$ cat config.mk
export PLATFORM = sky130hd
export DESIGN_NAME = mips_fetch_unit
export DESIGN_NICKNAME = d
export VERILOG_FILES = /design/src/rtl/mips_pkg.sv /design/src/rtl/mips_fetch_queue.sv /design/src/rtl/mips_fetch_unit.sv
export SDC_FILE = /design/constraint.sdc
export NUM_CORES = 1
export LEC_CHECK = 0
export BUFFER_PORTS_ARGS = -buffer_cell sky130_fd_sc_hd__buf_2
export CAP_MARGIN = 20
export CORE_MARGIN = 1
export CORE_UTILIZATION = 62
export CTS_CLUSTER_DIAMETER = 150
export DETAILED_ROUTE_END_ITERATION = 10
export PLACE_DENSITY = 0.95
export SYNTH_ARGS = -nofsm -noshare
export SYNTH_HDL_FRONTEND = slang
export SYNTH_SLANG_ARGS = --single-unit
$ cat constraint.sdc
create_clock -name clk -period 5.15 [get_ports clk]
set_input_delay 1.03 -clock clk [delete_from_list [all_inputs] [get_ports clk]]
set_output_delay 1.03 -clock clk [all_outputs]
set_load 0.05 [all_outputs]
$ cat src/rtl/mips_pkg.sv
`default_nettype none
// ----------------------------------------------------------------------------
// mips_pkg - shared widths, reset PC and fetch FSM encoding for the fetch stage
// Rev 1.0
// ----------------------------------------------------------------------------
package mips_pkg;

  localparam int          ADDR_W_DEF   = 10;
  localparam int          INST_W_DEF   = 32;
  localparam int unsigned RESET_PC_DEF = 0;

  typedef enum logic [0:0] {
    ST_IDLE  = 1'b0,
    ST_FETCH = 1'b1
  } fetch_state_e;

endpackage
`default_nettype wire

$ cat src/rtl/mips_fetch_queue.sv
`default_nettype none
// ----------------------------------------------------------------------------
// mips_fetch_queue - synchronous prefetch FIFO with flush; pointers wrap mod DEPTH
// Rev 1.0
// ----------------------------------------------------------------------------
module mips_fetch_queue
  import mips_pkg::*;
#(
  parameter int WIDTH = ADDR_W_DEF + INST_W_DEF,
  parameter int DEPTH = 4
) (
  input  logic                         clk,
  input  logic                         rst,
  input  logic                         push,
  input  logic [WIDTH-1:0]             push_data,
  input  logic                         pop,
  input  logic                         flush,
  output logic [$clog2(DEPTH+1)-1:0]   count,
  output logic [WIDTH-1:0]             head_data
);

  localparam int PTR_W = $clog2(DEPTH);
  localparam int CNT_W = $clog2(DEPTH+1);

  logic [WIDTH-1:0] entries_q [DEPTH];
  logic [PTR_W-1:0] rd_ptr_q, rd_ptr_d;
  logic [PTR_W-1:0] wr_ptr_q, wr_ptr_d;
  logic [CNT_W-1:0] count_q, count_d;
  logic             do_push;
  logic             do_pop;

  always_comb begin
    do_push  = push && !flush;
    do_pop   = pop && !flush && (count_q != '0);
    rd_ptr_d = rd_ptr_q;
    wr_ptr_d = wr_ptr_q;
    count_d  = count_q;
    if (flush) begin
      rd_ptr_d = '0;
      wr_ptr_d = '0;
      count_d  = '0;
    end else begin
      if (do_push) wr_ptr_d = wr_ptr_q + PTR_W'(1);
      if (do_pop)  rd_ptr_d = rd_ptr_q + PTR_W'(1);
      if (do_push && !do_pop) begin
        count_d = count_q + CNT_W'(1);
      end else if (do_pop && !do_push) begin
        count_d = count_q - CNT_W'(1);
      end
    end
  end

  always_ff @(posedge clk or negedge rst) begin
    if (!rst) begin
      rd_ptr_q <= '0;
      wr_ptr_q <= '0;
      count_q  <= '0;
    end else begin
      rd_ptr_q <= rd_ptr_d;
      wr_ptr_q <= wr_ptr_d;
      count_q  <= count_d;
    end
  end

  // Storage needs no reset: the head is only consumed while count is non-zero.
  always_ff @(posedge clk) begin
    if (do_push) entries_q[wr_ptr_q] <= push_data;
  end

  assign count     = count_q;
  assign head_data = entries_q[rd_ptr_q];

endmodule
`default_nettype wire

$ cat src/rtl/mips_fetch_unit.sv
`default_nettype none
// ----------------------------------------------------------------------------
// mips_fetch_unit - credit-based instruction fetch with prefetch queue and redirect
// Rev 1.0
// ----------------------------------------------------------------------------
module mips_fetch_unit
  import mips_pkg::*;
#(
  parameter int          ADDR_W   = ADDR_W_DEF,
  parameter int          INST_W   = INST_W_DEF,
  parameter int          QDEPTH   = 4,
  parameter int          MAX_OUT  = 2,
  parameter int unsigned RESET_PC = RESET_PC_DEF
) (
  input  logic                           clk,
  input  logic                           rst,
  input  logic                           fetch_en,
  output logic                           imem_req_valid,
  input  logic                           imem_req_ready,
  output logic [ADDR_W-1:0]              imem_req_addr,
  input  logic                           imem_resp_valid,
  input  logic [INST_W-1:0]              imem_resp_data,
  output logic                           inst_valid,
  input  logic                           inst_ready,
  output logic [INST_W-1:0]              inst_data,
  output logic [ADDR_W-1:0]              inst_pc,
  input  logic                           redirect_valid,
  input  logic [ADDR_W-1:0]              redirect_pc,
  output logic [$clog2(MAX_OUT+1)-1:0]   outstanding
);

  localparam int                OUT_W = $clog2(MAX_OUT+1);
  localparam int                CNT_W = $clog2(QDEPTH+1);
  localparam int                ENT_W = ADDR_W + INST_W;
  localparam logic [ADDR_W-1:0] RST_PC = ADDR_W'(RESET_PC);

  fetch_state_e      state_q, state_d;
  logic [ADDR_W-1:0] pc_q, pc_d;
  logic [ADDR_W-1:0] rsp_pc_q, rsp_pc_d;
  logic [OUT_W-1:0]  out_q, out_d;
  logic [OUT_W-1:0]  drop_q, drop_d;

  logic [CNT_W-1:0]  qcount;
  logic [ENT_W-1:0]  head_entry;
  logic              req_valid;
  logic              req_fire;
  logic              q_push;
  logic              q_pop;

  // Credit rule: in-flight plus queued never exceeds the queue, so responses always land.
  always_comb begin
    req_valid = (state_q == ST_FETCH) && !redirect_valid &&
                (32'(out_q) < MAX_OUT) &&
                ((32'(out_q) + 32'(qcount)) < QDEPTH);
    req_fire  = req_valid && imem_req_ready;
    q_push    = imem_resp_valid && !redirect_valid && (drop_q == '0);
    q_pop     = inst_valid && inst_ready && !redirect_valid;
  end

  always_comb begin
    state_d  = fetch_en ? ST_FETCH : ST_IDLE;
    pc_d     = pc_q;
    rsp_pc_d = rsp_pc_q;
    drop_d   = drop_q;
    out_d    = out_q + OUT_W'(req_fire) - OUT_W'(imem_resp_valid);
    if (redirect_valid) begin
      pc_d     = redirect_pc;
      rsp_pc_d = redirect_pc;
      drop_d   = out_q - OUT_W'(imem_resp_valid);
    end else begin
      if (req_fire) pc_d = pc_q + ADDR_W'(1);
      if (q_push)   rsp_pc_d = rsp_pc_q + ADDR_W'(1);
      if (imem_resp_valid && (drop_q != '0)) drop_d = drop_q - OUT_W'(1);
    end
  end

  always_ff @(posedge clk or negedge rst) begin
    if (!rst) begin
      state_q  <= ST_IDLE;
      pc_q     <= RST_PC;
      rsp_pc_q <= RST_PC;
      out_q    <= '0;
      drop_q   <= '0;
    end else begin
      state_q  <= state_d;
      pc_q     <= pc_d;
      rsp_pc_q <= rsp_pc_d;
      out_q    <= out_d;
      drop_q   <= drop_d;
    end
  end

  mips_fetch_queue #(
    .WIDTH (ENT_W),
    .DEPTH (QDEPTH)
  ) u_queue (
    .clk       (clk),
    .rst       (rst),
    .push      (q_push),
    .push_data ({rsp_pc_q, imem_resp_data}),
    .pop       (q_pop),
    .flush     (redirect_valid),
    .count     (qcount),
    .head_data (head_entry)
  );

  assign imem_req_valid = req_valid;
  assign imem_req_addr  = pc_q;
  assign outstanding    = out_q;
  assign inst_valid     = (qcount != '0);
  assign inst_data      = inst_valid ? head_entry[INST_W-1:0] : '0;
  assign inst_pc        = inst_valid ? head_entry[ENT_W-1:INST_W] : RST_PC;

endmodule
`default_nettype wire

After elaboration in Yosys (flattened, before gate mapping). Memory sizes are Yosys's and may differ from the RTL's. Index checks and enable logic that the tools add are counted.

Bits in registers: 32. Input port bits: 49. RAM bits: 168. Word-level logic and storage cells: 66. Memories: 1.

Memories: u_queue.entries_q (depth 4, bits a word 42, rd ports 1, clocked after Yosys merged registers in 0, wr ports 1, RTL line mips_fetch_queue.sv:25) `logic [WIDTH-1:0] entries_q [DEPTH];`.

Order comparisons: 2. Mux-type cells: 18. Add/subtract/negate cells: 11. Reduce and logical (&&, ||, !) cells: 26.

Operators with widths (count): 10-bit 2-to-1 mux (5); 32-bit 2-to-1 mux (1); 10-bit by 1-bit adder with 10-bit output, second input constant (2); 1-bit logical AND (14); 2-bit 2-to-1 mux (6); 2-bit nonzero test (6); 3-bit 2-to-1 mux (3); 3-bit nonzero test (2); 2-bit by 1-bit adder with 2-bit output, second input constant (2); 2-bit by 3-bit adder with 4-bit output (1); 4-bit by 3-bit < comparator with 1-bit output, second input constant (1); 2-bit by 1-bit subtractor with 2-bit output (2); 3-bit by 1-bit adder with 3-bit output, second input constant (1); 1-bit zero test (3); 1-bit 2-to-1 mux (3); 3-bit by 1-bit subtractor with 3-bit output, second input constant (1); 2-bit by 1-bit adder with 2-bit output (1); 2-bit zero test (1); 2-bit < comparator, second input constant (1); 2-bit by 1-bit subtractor with 2-bit output, second input constant (1).

Depth between registers and ports, before layout.
Depth after elaboration: 9. Gate-level depth with buffers: 10. Gate-level depth less buffers: 8.

Modules after synthesis. Synthesis repeated with hierarchy kept, for this count alone.

Cells, all modules: 459. Area, all modules: 8281.7 um^2.

By module, submodules not included: mips_fetch_queue (cells each 263, area an instance 6553.8 um^2, times used 1, sequential area each 5220.0 um^2); mips_fetch_unit (cells each 196, area an instance 1727.9 um^2, times used 1, sequential area each 625.6 um^2).

Least setup slack after synthesis. Ideal clock, no wire load.

Path kind: input -> output. Start: in redirect_valid. End: out imem_req_valid. Setup slack: 1.351 ns. Arrival: 2.769 ns. Buffers on the path: 1. Stages: 3. Required time: 4.120 ns. Path through: buf_6 -> or4b_4 -> nor3_1.

Cells in the longest elaborated chain, start to end: 4.

RTL lines: from (decl) (RTL line mips_fetch_unit.sv:27) `input logic redirect_valid,`; 1-bit zero test (RTL line mips_fetch_unit.sv:52) `req_valid = (state_q == ST_FETCH) && !redirect_valid &&`; 1-bit logical AND (2 in a row) (RTL line mips_fetch_unit.sv:52); 1-bit logical AND (RTL line mips_fetch_unit.sv:53) `(32'(out_q) < MAX_OUT) &&`; to (decl) (RTL line mips_fetch_unit.sv:18) `output logic imem_req_valid,`.

No other way between the ends.

Worst setup path after layout.
Start: reg u_queue.rd_ptr_q[0]. End: out inst_data[29].

Cells in the longest elaborated chain, start to end: 2.

RTL lines: from (decl) (RTL line mips_fetch_queue.sv:26) `logic [PTR_W-1:0] rd_ptr_q, rd_ptr_d;`; from (signal assigned) (RTL line mips_fetch_queue.sv:59) `rd_ptr_q <= rd_ptr_d;`; memory 4 x 42 bit; 32-bit 2-to-1 mux (RTL line mips_fetch_unit.sv:111) `assign inst_data = inst_valid ? head_entry[INST_W-1:0] : '0;`; to (decl) (RTL line mips_fetch_unit.sv:25) `output logic [INST_W-1:0] inst_data,`.

No other way between the ends.

==> out/metrics.yaml <==
outcome:
  outcome: "completed"
setup_path:
  cpLargestDelayFamily: "flip-flops"
  required_ns: 4.12
  path_class: "flop to primary output"
  cp-start-kind: "flop"
  cp_max_fo: 18
  crit_arrival_ns: 2.58
  cp.buffers_inverters: 2
  slowest_delay_ns: 0.74
  crit_slowest_cell: "dfrtp_2"
  cp_cell_sequence: "buf_4 > mux4_2 > and2_1 > buf_2"
  end_kind: "primary output"
synth:
  synth_area_leaders: "edfxtp_1 62%, mux4_2 12%, dfrtp_1 9.8%"
  synth_edf_count: 168
  synth.ff_latch_count: 200
  syn_nets: 518
  yosysTopAreaCell: "edfxtp_1"
  yosys_most_used_dff: "edfxtp_1"
  ys_seq_area_share_pct: 71.6
  syn_avg_cell_area_um2: 17.9
  ys_types: 38
  yosysTopAreaCellShare_pct: 61.8
  synthArstFlopShare_pct: 16.0
  syn_area_um2: 8160
  yosysWarnings: 0
  netlist_instances: 457
die:
  row_count: 41
  die_w_um: 117
  io_pins: 105
  die_y_um: 117
  die-area_um2: 13600
  core_um2: 12700
  start_util_pct: 64.1
grt:
  met3_usage_pct: 5.60
  antenna_found_initial: 1
  grt_overflow: 0
  grt_util_met2_pct: 44.3
  grt_pass1_vias: 4557
  top_usage_layer: "met2"
  grt_use_total_pct: 26.2
  grt_pass1_wl_um: 25200
  grt_max_degree: 46
  use_met1_pct: 33.4
power_and_ir_drop:
  switching_power_mw: 2.03
  p_leak_nw: 3.44
  power.share.switching_pct: 37.8
  powerDensity_nw_per_um2: 564
  p_seq_share_pct: 37.4
  p_int_mw: 3.34
  ir_drop_v: 0.000303
  pwr-share-comb_pct: 36.1
  p_clk_share_pct: 26.5
clock_network:
  clock-sinks: 200
  clock_latency_ns: 0.43
  ctsHoldBuffers: 0
  ctsHtreeMaxLevel: 4
  clock-root-buffer: "clkbuf_16"
  clock_path_buffers: 2
  clkTransAtPathRegs_ns: 0.07
  cts_buffers: 17
  cts_tree: "yes"
  post-cts-setup-buffers: 0
  cts-resized-gates: 0
drt:
  num_vias: 4572
  wl_per_cell_um: 22.1
  drc_errors: 0
  wl_um: 16600
  firstDrtPassIters: 6
  routed_via_density: 6.10
  first_iter_violations: 464
  ant_nets: 0
final_layout:
  drive_above_1_share_pct: 33.2
  nNetsFinal: 624
  area_growth_pct: 16.8
  layout_commonest_cell: "edfxtp_1"
  fill_cells: 726
  most-common-layout-cells: "168 x edfxtp_1, 104 x buf_2, 44 x and2_1"
  stdcell_count: 749
min_path:
  min_path_type: "flop to flop"
sta:
  max_freq_mhz: 277
  maxSlewHeadroom_pct: 26.6
  fin_crit_sh_pct: 70.2
  tns_ns: 0
  period_needed_ns: 3.61
  setup_viol: 0
  finClkSkew_ns: 0.0107
  rsz0062_at_grt: "no"
  worst-slew-pin-transition_ns: 1.10
  report.final.slew_viol_count: 0
  finalHoldViolations: 0
place:
  numPortBuffers: 104
  dp_hpwl_um: 9880
  gp_congestion: 0.808
  dpl.cell_count: 713
job:
  maxCapViolCount: 0
==> worst paths after layout <==
kind	start	end	slack, ns	cells after the start
max	u_queue.rd_ptr_q[0]$_DFFE_PN0P_	inst_data[29]	1.54	4
max in group asynchronous	rst	u_queue.rd_ptr_q[1]$_DFFE_PN0P_	3.95	1
min in group asynchronous	rst	imem_req_addr[3]$_DFFE_PN0P_	0.66	1
min reg2reg	imem_req_addr[9]$_DFFE_PN0P_	imem_req_addr[9]$_DFFE_PN0P_	0.53	1
max reg2reg	outstanding[1]$_DFF_PN0_	outstanding[1]$_DFF_PN0_	2.18	8
min	imem_req_addr[9]$_DFFE_PN0P_	imem_req_addr[9]$_DFFE_PN0P_	0.53	1
==> routing by layer <==
layer | wire length (µm) | part of all wire, %
met4 | 347 | 2.1
met2 | 8730 | 53
met1 | 6370 | 38
met5 | 0 | 0
met3 | 1110 | 6.7
==> registers in the layout, indices dropped and copies added (netlist names) <==
name	cells
imem_req_addr	10
u_queue.entries_q	168
drop_q	2
u_queue.wr_ptr_q	2
rsp_pc_q	10
u_queue.rd_ptr_q	2
u_queue.count	3
state_q	1
outstanding	2
==> kinds of logic (layout without fill, tap and decap cells) <==
group                    Yosys count  after routing  synth area share (%)
AND/OR/NAND/NOR                  111            111                  7.68
XOR/XNOR                          18             18                  1.93
flip-flops                       200            200                  71.6
multiplexers                      50             50                  12.6
buffers and inverters             35            154                  1.73
AO/OA/AOI/OAI                     31             31                  2.47
other                              0              1                     0
adder cells (fa/ha/maj)           12             12                  1.93
==> power groups by stage <==
| stage | clock network (mW) | registers, mW | logic [mW] |
|---|---|---|---|
| CTS | 1.43 | 2.01 | 1.95 |
| global placement | 0 | 2.03 | 1.88 |
| detailed placement | 0 | 2.05 | 1.93 |
| floorplan | 0 | 2.02 | 1.50 |
| finish | 1.42 | 2.01 | 1.94 |
| global route | 1.49 | 2.03 | 2.06 |
==> per-stage QoR <==
step	hold WS, ns	instance area, µm²	power, mW	utilization, %	setup WS [ns]
after global routing	0.536	9530	5.59	74.9	1.37
final	0.533	9530	5.37	74.9	1.54
after global placement	0.479	8830	3.91	69.4	1.60
after CTS	0.520	9460	5.39	74.4	1.46
after floorplan	0.495	8160	3.52	-	1.35
after detailed placement	0.502	8830	3.98	69.4	1.50
==> worst register-to-register path, delay by kind of cell, from the launching register on <==
kind,cells,cell delay [ns]
xor gates and xnor gates,2,0.33
DFF,1,0.46
buffers and inverters,1,0.04
adders and majority gates,3,0.82
and+or+nand+nor,2,1.25
==> layout make-up <==
cell class / count / area, µm² / share of cell area (%)
clock buffers: 19 / 433 / 4.54
diodes: 1 / 2.50 / 0.0263
multi-input cells: 222 / 2180 / 22.9
repair buffers: 110 / 603 / 6.33
clock inverters: 13 / 203 / 2.13
inverters: 12 / 45.0 / 0.473
well taps: 172 / 215 / 2.26
flip-flops and latches: 200 / 5850 / 61.4
==> cells in the mapped netlist, types with 3 or more instances <==
library cell  count
buf_1             4
ha_1             11
o21ai_0           8
a221o_1           3
or4_1             4
o31ai_1           4
and3_1           10
clkbuf_1         16
nor2_1           12
xor2_1            3
nand2_1          14
xnor2_1          15
edfxtp_1        168
and2_1           44
a31oi_1           3
nand3_1           7
mux2i_1           6
nand4_1           4
a21oi_1           7
mux4_2           42
inv_1            12
nor3_1            9
dfrtp_1          32
No activity file was read; power rests on OpenSTA's default activity.
